[src/rtl/mem_arbiter_pkg.sv]
// Shared definitions for the instruction/data memory arbiter.
// The state encoding is also consumed by the pipeline stall logic.
package mem_arbiter_pkg;

  typedef enum logic [1:0] {
    ARB_IDLE  = 2'd0,
    ARB_GNT_I = 2'd1,
    ARB_GNT_D = 2'd2
  } arb_state_e;

  localparam int RUN_W   = 4;
  localparam int TIMER_W = 8;

  // Memory is word addressed on the bus; byte offset is carried by the strobes.
  function automatic logic [31:0] word_addr(input logic [31:0] addr);
    return addr & ~32'h3;
  endfunction

endpackage

[src/rtl/mem_arbiter_if.sv]
// Bundles the fetch port, the load/store port and the memory port of the arbiter.
// slave = arbiter side, master = requesters plus memory.
interface mem_arbiter_if;

  logic        i_req;
  logic [31:0] i_addr;
  logic [31:0] i_rdata;
  logic        i_ready;
  logic        i_err;

  logic        d_req;
  logic        d_we;
  logic [31:0] d_addr;
  logic [31:0] d_wdata;
  logic [3:0]  d_wstrb;
  logic [31:0] d_rdata;
  logic        d_ready;
  logic        d_err;

  logic        mem_req;
  logic        mem_we;
  logic [31:0] mem_addr;
  logic [31:0] mem_wdata;
  logic [3:0]  mem_wstrb;
  logic [31:0] mem_rdata;
  logic        mem_ready;

  modport slave (
    input  i_req, i_addr,
    output i_rdata, i_ready, i_err,
    input  d_req, d_we, d_addr, d_wdata, d_wstrb,
    output d_rdata, d_ready, d_err,
    output mem_req, mem_we, mem_addr, mem_wdata, mem_wstrb,
    input  mem_rdata, mem_ready
  );

  modport master (
    output i_req, i_addr,
    input  i_rdata, i_ready, i_err,
    output d_req, d_we, d_addr, d_wdata, d_wstrb,
    input  d_rdata, d_ready, d_err,
    input  mem_req, mem_we, mem_addr, mem_wdata, mem_wstrb,
    output mem_rdata, mem_ready
  );

endinterface

[src/rtl/mem_arbiter.sv]
// Single-ported memory arbiter: data has priority, bounded by an anti-starvation run count,
// one transaction outstanding, watchdog abort of a hung memory.
module mem_arbiter
  import mem_arbiter_pkg::*;
#(
  parameter int MAX_D_RUN = 4,
  parameter int TIMEOUT   = 255
) (
  input  logic         clk,
  input  logic         reset_n,
  mem_arbiter_if.slave bus
);

  localparam logic [RUN_W-1:0]   MAX_RUN     = RUN_W'(MAX_D_RUN);
  localparam logic [TIMER_W-1:0] TIMEOUT_VAL = TIMER_W'(TIMEOUT);

  arb_state_e         state, state_nx;
  logic [RUN_W-1:0]   run_cnt, run_nx;
  logic [TIMER_W-1:0] timer, timer_nx;

  logic gnt_i, gnt_d, timer_hit, abort;
  logic i_done, d_done;

  assign gnt_i     = (state == ARB_GNT_I);
  assign gnt_d     = (state == ARB_GNT_D);
  assign timer_hit = (gnt_i | gnt_d) & (timer == TIMEOUT_VAL);
  // A completion arriving on the timeout cycle wins over the abort.
  assign abort     = timer_hit & ~bus.mem_ready;
  assign i_done    = gnt_i & bus.mem_ready;
  assign d_done    = gnt_d & bus.mem_ready;

  always_ff @(posedge clk or negedge reset_n) begin
    if (!reset_n) begin
      state   <= ARB_IDLE;
      run_cnt <= '0;
      timer   <= '0;
    end else begin
      state   <= state_nx;
      run_cnt <= run_nx;
      timer   <= timer_nx;
    end
  end

  always_comb begin
    state_nx = state;
    run_nx   = run_cnt;
    timer_nx = timer;
    case (state)
      ARB_IDLE: begin
        timer_nx = '0;
        if (bus.d_req && !(bus.i_req && run_cnt == MAX_RUN)) begin
          state_nx = ARB_GNT_D;
          // Only consecutive data wins against a waiting fetch count toward starvation.
          if (!bus.i_req)
            run_nx = '0;
          else if (run_cnt != MAX_RUN)
            run_nx = run_cnt + 1'b1;
        end else if (bus.i_req) begin
          state_nx = ARB_GNT_I;
          run_nx   = '0;
        end
      end
      ARB_GNT_I, ARB_GNT_D: begin
        if (bus.mem_ready || timer_hit)
          state_nx = ARB_IDLE;
        else
          timer_nx = timer + 1'b1;
      end
      default: state_nx = ARB_IDLE;
    endcase
  end

  assign bus.mem_req   = (gnt_i | gnt_d) & ~timer_hit;
  assign bus.mem_we    = gnt_d & bus.d_we;
  assign bus.mem_addr  = gnt_d ? word_addr(bus.d_addr) :
                         gnt_i ? word_addr(bus.i_addr) : 32'h0;
  assign bus.mem_wdata = gnt_d ? bus.d_wdata : 32'h0;
  assign bus.mem_wstrb = (gnt_d & bus.d_we) ? bus.d_wstrb : 4'b0000;

  assign bus.i_ready = i_done;
  assign bus.i_rdata = i_done ? bus.mem_rdata : 32'h0;
  assign bus.i_err   = gnt_i & abort;

  assign bus.d_ready = d_done;
  assign bus.d_rdata = d_done ? bus.mem_rdata : 32'h0;
  assign bus.d_err   = gnt_d & abort;

endmodule

[src/flat_wrapper.sv]
// flat-port wrapper written by rule: the top's interface ports become plain ports
module mem_arbiter_flat import mem_arbiter_pkg::*;
#(
  parameter int MAX_D_RUN = 4,
  parameter int TIMEOUT   = 255
)
  (clk, reset_n, bus_i_req, bus_i_addr, bus_i_rdata, bus_i_ready, bus_i_err, bus_d_req, bus_d_we, bus_d_addr, bus_d_wdata, bus_d_wstrb, bus_d_rdata, bus_d_ready, bus_d_err, bus_mem_req, bus_mem_we, bus_mem_addr, bus_mem_wdata, bus_mem_wstrb, bus_mem_rdata, bus_mem_ready);
  mem_arbiter_if bus_i ();
  input  logic clk;
  input  logic reset_n;
  input wire logic [$bits(bus_i.i_req)-1:0] bus_i_req;
  input wire logic [$bits(bus_i.i_addr)-1:0] bus_i_addr;
  output wire logic [$bits(bus_i.i_rdata)-1:0] bus_i_rdata;
  output wire logic [$bits(bus_i.i_ready)-1:0] bus_i_ready;
  output wire logic [$bits(bus_i.i_err)-1:0] bus_i_err;
  input wire logic [$bits(bus_i.d_req)-1:0] bus_d_req;
  input wire logic [$bits(bus_i.d_we)-1:0] bus_d_we;
  input wire logic [$bits(bus_i.d_addr)-1:0] bus_d_addr;
  input wire logic [$bits(bus_i.d_wdata)-1:0] bus_d_wdata;
  input wire logic [$bits(bus_i.d_wstrb)-1:0] bus_d_wstrb;
  output wire logic [$bits(bus_i.d_rdata)-1:0] bus_d_rdata;
  output wire logic [$bits(bus_i.d_ready)-1:0] bus_d_ready;
  output wire logic [$bits(bus_i.d_err)-1:0] bus_d_err;
  output wire logic [$bits(bus_i.mem_req)-1:0] bus_mem_req;
  output wire logic [$bits(bus_i.mem_we)-1:0] bus_mem_we;
  output wire logic [$bits(bus_i.mem_addr)-1:0] bus_mem_addr;
  output wire logic [$bits(bus_i.mem_wdata)-1:0] bus_mem_wdata;
  output wire logic [$bits(bus_i.mem_wstrb)-1:0] bus_mem_wstrb;
  input wire logic [$bits(bus_i.mem_rdata)-1:0] bus_mem_rdata;
  input wire logic [$bits(bus_i.mem_ready)-1:0] bus_mem_ready;
  assign bus_i.i_req = bus_i_req;
  assign bus_i.i_addr = bus_i_addr;
  assign bus_i_rdata = bus_i.i_rdata;
  assign bus_i_ready = bus_i.i_ready;
  assign bus_i_err = bus_i.i_err;
  assign bus_i.d_req = bus_d_req;
  assign bus_i.d_we = bus_d_we;
  assign bus_i.d_addr = bus_d_addr;
  assign bus_i.d_wdata = bus_d_wdata;
  assign bus_i.d_wstrb = bus_d_wstrb;
  assign bus_d_rdata = bus_i.d_rdata;
  assign bus_d_ready = bus_i.d_ready;
  assign bus_d_err = bus_i.d_err;
  assign bus_mem_req = bus_i.mem_req;
  assign bus_mem_we = bus_i.mem_we;
  assign bus_mem_addr = bus_i.mem_addr;
  assign bus_mem_wdata = bus_i.mem_wdata;
  assign bus_mem_wstrb = bus_i.mem_wstrb;
  assign bus_i.mem_rdata = bus_mem_rdata;
  assign bus_i.mem_ready = bus_mem_ready;
  mem_arbiter #(.MAX_D_RUN(MAX_D_RUN), .TIMEOUT(TIMEOUT)) u_core (.clk(clk), .reset_n(reset_n), .bus(bus_i));
endmodule
[config.mk]
export PLATFORM = sky130hd
export DESIGN_NAME = mem_arbiter_flat
export DESIGN_NICKNAME = d
export VERILOG_FILES = /design/src/rtl/mem_arbiter_pkg.sv /design/src/rtl/mem_arbiter_if.sv /design/src/rtl/mem_arbiter.sv /design/src/flat_wrapper.sv
export SDC_FILE = /design/constraint.sdc
export NUM_CORES = 1
export LEC_CHECK = 0
export CAP_MARGIN = 40
export CORE_AREA = 2 2 108 110
export DETAILED_ROUTE_END_ITERATION = 8
export DIE_AREA = 0 0 110 112
export HOLD_SLACK_MARGIN = 0.05
export PLACE_DENSITY_LB_ADDON = 0.12
export SLEW_MARGIN = 25
export SYNTH_ARGS = -nofsm -noshare
export SYNTH_HDL_FRONTEND = slang
export SYNTH_SLANG_ARGS = --single-unit
[constraint.sdc]
create_clock -name clk -period 3 [get_ports clk]
set_clock_uncertainty 0.2 [all_clocks]
set_input_delay 0.6 -clock clk [delete_from_list [all_inputs] [get_ports clk]]
set_output_delay 0.6 -clock clk [all_outputs]
set_load 0.005 [all_outputs]
==> summary.log <==
INFO  run_status     status=finished, final reports clean
INFO  synth          synth_commonest_cells=and3_1, and2_1, a22o_1
INFO  finish         final_layout_size_suffix_gt1_share=4.88%
INFO  timing         hold_viol=0
INFO  timing         finalWorstSetupSlack=0.0767ns
INFO  clocking       clk_latency_worst_skew_pair=0.24ns
INFO  synth          synth-edff-count=0
INFO  placement      placement.setup.worst_slack=0.0534ns
INFO  grt            grt_first_pass_wirelength=15300um
INFO  pwr            p_per_area=503nW/um2
INFO  placement      postPlaceCellArea=4790um2
INFO  synth          postSynthAreaPerCell=7.46um2
INFO  timing         fmax=342MHz
INFO  clocking       postCtsHoldBufs=0
INFO  clocking       post_cts_buffers=0
INFO  route          detail_route.iter0.violations=112
INFO  synth          dominantRegCellSynth=dfrtp_1
INFO  setup_path     worst-endpoint-arrival=2.12ns
INFO  synth          ys_warn_count=0
INFO  timing         grt_setup_unrepaired=true
INFO  synth          synth.cell_area=1870um2
INFO  synth          syn-instance-count=251
INFO  finish         synthToLayoutAreaGrowth=162%
INFO  pwr            irDropWorstVdd=0.473mV
INFO  finish         fin_util=43.8%
INFO  setup_path     end_kind=primary output
INFO  route          drc_errors=0
INFO  clocking       cts.clk_slew.worst_paths=0.05ns
INFO  pwr            power.static_leakage=2.16nW
INFO  timing         max_slew.worst_pin.slew=0.687ns
INFO  floorplan      coreArea=11200um2
INFO  synth          synth_top_area_cell=and3_1
INFO  synth          yosys_register_bits=14
INFO  clocking       post_cts_resized=0
INFO  timing         timing.final.crit_period=2.92ns
INFO  synth          post_synth_main_area_contributors=and3_1, dfrtp_1, a22o_1
INFO  timing         setup_viol=0
INFO  synth          synth_async_sr_flop_share=100%
INFO  finish         final_design_area_no_fill=4900um2
INFO  floorplan      ios=276
INFO  route          route.detailed.wl_per_inst=16.8um
INFO  route          firstDrtPassIters=4
INFO  finish         final_nets=658
INFO  grt            antenna_found_initial=2
INFO  synth          synth_top_area_share=23.7%
INFO  clocking       numCtsBuffers=3
INFO  setup_path     start_to_end_type_of_the_worst_setup_path=primary input to primary output
INFO  setup_path     startpoint_type=primary input
INFO  synth          synthMostInstantiatedCell=and3_1
INFO  min_path       hold_path_class=flip-flop to flip-flop
INFO  clocking       cts_tree=done
INFO  grt            largest_net_degree_at_the_start_of_global_routing=47
INFO  clocking       ctsHtreeMaxLevel=1
INFO  placement      io_buffer_count=269
INFO  grt            grt_pass1_vias=2692
INFO  grt            overflow_left_after_global_routing=0
INFO  floorplan      design.die.area=12300um2
INFO  grt            grt_usage=15.9%
INFO  synth          synthDistinctLibCells=36
INFO  floorplan      floorplan.initialDensity=16.8%
INFO  placement      gp_congestion=0.773
INFO  setup_path     cp_max_fo=2
INFO  route          ant_nets=0
INFO  synth          synth.yosys.seq_area_share=18.7%
INFO  timing         final_min_period_over_clock_period=97.4%
INFO  route          detail_route.vias_per_cell=4.42
INFO  placement      detailed_place_hpwl=9020um
INFO  timing         slew_headroom=54.0%
INFO  clocking       clock_tree.root_cell=clkbuf_16
INFO  floorplan      die_w=110um
INFO  route          detailroute.via_count=2905
INFO  clocking       cts_max_path_buffers=2
INFO  clocking       clock_sink_count=14
INFO  setup_path     timing.critical_path.required=2.20ns
INFO  floorplan      num_rows=39
INFO  floorplan      die_y=112um
INFO  flow_run       maxCapViolCount=0
INFO  route          routed_wirelength=11100um
INFO  timing         finalMaxSlewViolations=0
-- per-layer routing --
metal / vias up / track usage, % / wire, um
li1: 1443 / - / -
met1: 1336 / 17.3 / 4230
met2: 118 / 29.4 / 5590
met3: 8 / 5.91 / 1160
met4: 0 / 2.53 / 87
met5: - / 0 / 0
-- flip-flops by register name, summed over array words and instances (netlist names) --
| signal | flops |
|---|---|
| u_core.timer | 8 |
| u_core.run_cnt | 4 |
| u_core.state | 2 |
-- power breakdown --
group / switching (mW) / internal, mW
Combinational: 0.766 / 1.18
Clock: 0.0758 / 0.174
Sequential: 0.0397 / 0.226
-- worst paths after layout --
kind,startpoint,to,slack [ns],cells after the start
min reg2reg,u_core.run_cnt[3]$_DFFE_PN0P_,u_core.run_cnt[3]$_DFFE_PN0P_,0.33,2
max in group asynchronous,reset_n,u_core.timer[5]$_DFFE_PN0P_,1.58,1
max reg2reg,u_core.state[0]$_DFFE_PN0P_,u_core.timer[4]$_DFFE_PN0P_,1.04,7
max,bus_mem_ready,bus_d_err,0.08,5
min in group asynchronous,reset_n,u_core.run_cnt[0]$_DFFE_PN0P_,0.58,1
min,u_core.run_cnt[3]$_DFFE_PN0P_,u_core.run_cnt[3]$_DFFE_PN0P_,0.33,2
-- critical path, cell delays in order --
cell and delay (ns):
clkdlybuf4s50_1 0.41, and2b_2 0.22, and4_1 0.20, and4_1 0.20
clkdlybuf4s50_1 0.49
-- layout make-up --
type | instances | area, um2
antenna | 2 | 5.00
fill | 1156 | 6270
tap | 143 | 179
multi-input combinational | 206 | 1400
sequential | 14 | 350
clock buffer | 3 | 75.1
inverter | 6 | 22.5
timing repair buffer | 283 | 2870
-- cells in the final DEF (no fill, tap or decap), types with 2 or more instances in the layout --
cell	count
nor2_1	7
a211o_1	2
nand3_1	4
conb_1	2
o21ai_0	8
a21oi_1	4
ha_1	5
diode_2	2
or3_1	2
clkdlybuf4s50_1	269
nand4_1	2
and4_1	2
dfrtp_1	14
buf_4	9
buf_12	4
nor3_1	2
and3_1	71
and2_1	35
nand2_1	6
clkbuf_16	4
nor2b_1	2
inv_1	6
a21o_1	3
a22o_1	32
-- through the flow --
step | total power [mW] | hold WS [ns] | instances | TNS [ns]
floorplan | 1.01 | 0.104 | 252 | 0
detailed placement | 2.24 | 0.320 | 651 | 0
CTS | 2.50 | 0.335 | 654 | 0
global route | 2.66 | 0.355 | 655 | -0.0482
finish | 2.47 | 0.330 | 657 | 0
global placement | 2.22 | 0.317 | 651 | 0
-- cells by family (layout without fill, tap and decap cells) --
family	count (synthesis)	count (layout)	synth area share, %
buffers and inverters	32	292	6.82
AO/OA/AOI/OAI	57	57	24.0
adder cells (fa/ha/maj)	6	6	4.01
AND/OR/NAND/NOR	139	139	45.3
other	1	4	0.200
XOR/XNOR	2	2	0.936
flip-flops	14	14	18.7
Note: power is estimated with default switching activity, not from simulation.
